--- src/rtl/id_issue_stage.sv ---
// id_issue_stage: decode-and-issue stage feeding the ID->EX pipeline register.
//
// Holds the IF->ID instruction latch, decodes a MIPS-style 32-bit instruction,
// reads a 32x32 register file written back from WB, and sign-extends the
// immediate. A load-use hazard against the instruction in EX stalls fetch and
// issues a bubble.
//
// Configuration macro: ID_WB_BYPASS_EN
//   defined   - a WB write to a register being read is visible on the read port
//               in the same cycle (write-through).
//   undefined - reads return the pre-write value.
//
// Ports:
//   clk, reset          clock, synchronous active-high reset
//   if_instr, if_valid  instruction from fetch and its valid flag
//   flush               branch redirect; invalidates the instruction in ID
//   ex_mem_read, ex_rd  load flag and destination of the instruction in EX
//   wb_reg_write, wb_rd, wb_data  register-file writeback
//   opcode, rd, imm     decoded fields to ID->EX
//   rs_data, rt_data, rd_data  register-file reads at rs, rt, rd fields
//   mem_read, mem_write, reg_write  control to ID->EX
//   stall               hold fetch PC and if_instr this cycle
module id_issue_stage (
    input  logic        clk,
    input  logic        reset,
    input  logic [31:0] if_instr,
    input  logic        if_valid,
    input  logic        flush,
    input  logic        ex_mem_read,
    input  logic [4:0]  ex_rd,
    input  logic        wb_reg_write,
    input  logic [4:0]  wb_rd,
    input  logic [31:0] wb_data,
    output logic [5:0]  opcode,
    output logic [31:0] rs_data,
    output logic [31:0] rt_data,
    output logic [31:0] rd_data,
    output logic [4:0]  rd,
    output logic [31:0] imm,
    output logic        mem_read,
    output logic        mem_write,
    output logic        reg_write,
    output logic        stall
);

    localparam logic [5:0] OpRType = 6'h00;
    localparam logic [5:0] OpLw    = 6'h23;
    localparam logic [5:0] OpSw    = 6'h2B;
    localparam logic [5:0] OpAddi  = 6'h08;

    logic [31:0] instr_q, instr_d;
    logic        id_valid_q, id_valid_d;
    logic [31:0] rf_q [32];
    logic [31:0] rf_d [32];

    logic [5:0]  f_op;
    logic [4:0]  f_rs, f_rt, f_rdf;
    logic        hazard;
    logic        rt_used;
    logic        wb_en;

    assign f_op  = instr_q[31:26];
    assign f_rs  = instr_q[25:21];
    assign f_rt  = instr_q[20:16];
    assign f_rdf = instr_q[15:11];
    assign wb_en = wb_reg_write && (wb_rd != 5'd0);

    function automatic logic [31:0] rf_read(input logic [4:0] idx);
        logic [31:0] val;
        val = (idx == 5'd0) ? 32'd0 : rf_q[idx];
`ifdef ID_WB_BYPASS_EN
        if (wb_en && (wb_rd == idx)) val = wb_data;
`endif
        return val;
    endfunction

    assign rt_used = (f_op == OpRType) || (f_op == OpSw);
    assign hazard  = id_valid_q && ex_mem_read && (ex_rd != 5'd0) &&
                     ((ex_rd == f_rs) || (rt_used && (ex_rd == f_rt)));
    assign stall   = hazard;

    // Latch next state: flush beats stall, stall holds.
    always_comb begin
        instr_d    = instr_q;
        id_valid_d = id_valid_q;
        if (flush) begin
            id_valid_d = 1'b0;
        end else if (!hazard) begin
            instr_d    = if_instr;
            id_valid_d = if_valid;
        end
    end

    always_comb begin
        rf_d = rf_q;
        if (wb_en) rf_d[wb_rd] = wb_data;
    end

    // Whole register file clears in one reset edge.
    always_ff @(posedge clk) begin
        if (reset) begin
            instr_q    <= 32'd0;
            id_valid_q <= 1'b0;
            for (int i = 0; i < 32; i++) rf_q[i] <= 32'd0;
        end else begin
            instr_q    <= instr_d;
            id_valid_q <= id_valid_d;
            rf_q       <= rf_d;
        end
    end

    always_comb begin
        rs_data   = rf_read(f_rs);
        rt_data   = rf_read(f_rt);
        rd_data   = rf_read(f_rdf);
        imm       = {{16{instr_q[15]}}, instr_q[15:0]};
        opcode    = 6'd0;
        rd        = 5'd0;
        mem_read  = 1'b0;
        mem_write = 1'b0;
        reg_write = 1'b0;
        if (id_valid_q && !hazard) begin
            opcode = f_op;
            case (f_op)
                OpRType: begin
                    reg_write = 1'b1;
                    rd        = f_rdf;
                end
                OpLw: begin
                    mem_read  = 1'b1;
                    reg_write = 1'b1;
                    rd        = f_rt;
                end
                OpSw:    mem_write = 1'b1;
                OpAddi: begin
                    reg_write = 1'b1;
                    rd        = f_rt;
                end
                default: ;
            endcase
        end
    end

endmodule

--- config.mk ---
export PLATFORM = sky130hd
export DESIGN_NAME = id_issue_stage
export DESIGN_NICKNAME = d
export VERILOG_FILES = /design/src/rtl/id_issue_stage.sv
export SDC_FILE = /design/constraint.sdc
export NUM_CORES = 2
export LEC_CHECK = 0
export CORE_UTILIZATION = 30
export DETAILED_ROUTE_END_ITERATION = 10
export PLACE_DENSITY = 0.5
export SLEW_MARGIN = 25
export SYNTH_ARGS = -nofsm -noshare
export SYNTH_HDL_FRONTEND = slang
export SYNTH_SLANG_ARGS = --single-unit
--- constraint.sdc ---
create_clock -name clk -period 4.25 [get_ports clk]
set_clock_uncertainty 0.1 [all_clocks]
set_input_delay 1.275 -clock clk [delete_from_list [all_inputs] [get_ports clk]]
set_output_delay 1.275 -clock clk [all_outputs]
set_load 0.1 [all_outputs]
==> metrics.yaml <==
crit_fanout: 8
whs_ns: 0.371
synth-seq-area-share_pct: 34.5
fin_nets: 7165
totalPowerFinal_mw: 26.4
yosys_warnings: 0
syn_area_mm2: 0.0613
antenna_found_initial: 11
powerDensity_mw_per_mm2: 319
wl_um: 325000
portBuffers: 222
post-synth-top-area-cell: "dfxtp_1"
core_area_mm2: 0.203
status: "complete, but fails checks"
rsz0062_at_grt: "yes"
wl_per_cell_um: 33.0
placement_rows: 165
cp-start-kind: "flop"
cp.arrival_ns: 3.21
cp-end-kind: "primary output"
synth.most_common_cell: "nand2_1"
slew_viol_final: 0
hpwl_um: 197000
yosysUniqueCellTypes: 52
syn_to_final_growth_pct: 35.3
place.gp.congestion: 0.956
grt_start_max_net_pins: 114
start_util_pct: 30.2
h-tree-depth: 3
fmax_mhz: 218
cts_inserted_buffers: 119
dieArea_mm2: 0.206
drcViolationCount: 0
cts_sinks: 1057
n_fill_cell: 19200
fin_crit_sh_pct: 108
cts_tree: "yes"
yosysTopAreaCellShare_pct: 34.5
synth-edff-count: 0
ant_nets: 0
grt_pass1_vias: 57200
cts_root_buffer: "clkbuf_16"
hold_buffers: 0
die_h_um: 454
setup_viol: 111
grt_usage_pct: 30.4
clkTransAtPathRegs_ns: 0.06
clock_latency_ns: 0.79
synth_async_sr_flop_share_pct: 0
vias: 60900
worstHoldPathType: "flop to flop"
drv_cap: 0
seq_area_mm2: 0.0212
ir_drop_uv: 356
violations: "setup timing"
fp.dieW_um: 454
critPathKind: "flop to primary output"
grt-ovfl-total: 0
drive_gt1_share_pct: 33.1
drt_iter0_drc: 9039
cts_buffer_depth: 3
synth_common_cells: "nand2_1, dfxtp_1, a21oi_1"
synth_area_leaders: "dfxtp_1, mux4_2, nand2_1"
io_pins: 223
avgSynthCellArea_um2: 9.21
worst_ep_required_time_ns: 2.87
layout_setup_ws_ns: -0.333
first_pass_iters: 8
worst_pin_slew_ns: 0.989
synth_fp_nets: 6728
grt_pass1_wl_um: 446000
slew_headroom_pct: 33.9
multiInputGateArea_mm2: 0.0403
p_leak_nw: 26.2
synth_seq_cells: 1057
synthCells: 6648
vias_per_cell: 6.18
final_area_mm2: 0.0829
ys.flop_type: "dfxtp_1"
fin_crit_ns: 4.58
postPlaceCellArea_mm2: 0.0708
hold_viol: 0
==> worst max-delay path, stage by stage (launching register included) <==
cell	delay, ns
dfxtp_4	0.42
buf_4	0.19
buf_4	0.17
mux4_2	0.33
mux2i_1	0.18
a2111oi_4	0.86
buf_12	0.26
==> metrics by stage <==
stage | std cells | util [%] | setup WS, ns | setup TNS [ns]
after global placement | 9314 | 35.0 | -0.619 | -7.88
final | 9857 | 40.9 | -0.333 | -20.46
after detailed placement | 9314 | 35.0 | -0.535 | -6.79
after global routing | 9851 | 40.9 | -0.337 | -21.91
after floorplan | 6648 | - | -0.855 | -6.73
after CTS | 9773 | 40.1 | -0.336 | -22.15
==> cells in the final DEF, fill, tap and decap left out, types with 54 or more instances in the layout <==
master / Yosys / routed
buf_16: 0 / 54
o22ai_1: 96 / 57
mux2i_1: 310 / 277
a21oi_1: 1032 / 1012
mux4_2: 664 / 664
a211oi_2: 0 / 54
nand2b_1: 71 / 69
nand2_1: 2030 / 1998
buf_12: 0 / 296
buf_6: 11 / 87
clkdlybuf4s50_1: 0 / 84
clkbuf_16: 0 / 132
a22oi_2: 0 / 58
dfxtp_1: 1057 / 1042
buf_4: 91 / 474
==> sequential cells by signal, indices dropped and copies added, names as in the netlist <==
signal / flops
id_valid_q: 1
instr_q: 32
rf_q: 1024
==> per-layer routing <==
layer | track usage, % | vias to the layer above | routed length, um
met4 | 21.7 | 10 | 26900
li1 | - | 24900 | -
met2 | 45.3 | 4706 | 140000
met3 | 8.22 | 1143 | 39900
met5 | 0 | - | 208
met1 | 37.8 | 30200 | 118000
==> cell families (layout without fill, tap and decap cells) <==
kind of cell	after synthesis	count (layout)	synth area share, %
XOR/XNOR	10	10	0.143
flip-flops	1057	1057	34.5
other	0	6	0
multiplexers	1012	1012	30.2
buffers and inverters	743	1274	5.64
AND/OR/NAND/NOR	2316	2316	15.1
AO/OA/AOI/OAI	1510	1510	14.4
==> power by group <==
group / total, mW / leakage (nW) / switching (mW) / internal [mW]
logic: 5.54 / 15.8 / 3.40 / 2.14
clock network: 10.8 / 1.93 / 4.62 / 6.15
registers: 10.1 / 8.54 / 0.126 / 9.99
total: 26.4 / 26.2 / 8.14 / 18.3
==> layout make-up <==
type                       instances  area share (%)
clock inverter                    29           0.435
antenna                            6          0.0181
timing repair buffer            1059            17.0
tap                             2672            4.03
sequential                      1057            25.6
multi-input combinational       4848            48.6
clock buffer                     186            4.31
==> timing repair <==
| item | in CTS | in global routing |
|---|---|---|
| cloned | 45 | 9 |
| setup buffers | 207 | 92 |
| endpoints found under the setup margin | 111 | 111 |
| resized for setup | 640 | 220 |
| pin swaps | 156 | 151 |
==> final timing paths <==
check	end	slack [ns]	depth (start not counted)	startpoint
setup / recovery	rt_data[28]	-0.33	6	instr_q[18]$_SDFFE_PP0P_
hold / removal	instr_q[10]$_SDFFE_PP0P_	0.37	2	instr_q[10]$_SDFFE_PP0P_
setup reg to reg	instr_q[17]$_SDFFE_PP0P_	1.48	11	instr_q[17]$_SDFFE_PP0P_
hold reg to reg	instr_q[10]$_SDFFE_PP0P_	0.37	2	instr_q[10]$_SDFFE_PP0P_
Power figures use the tool's default switching activity.
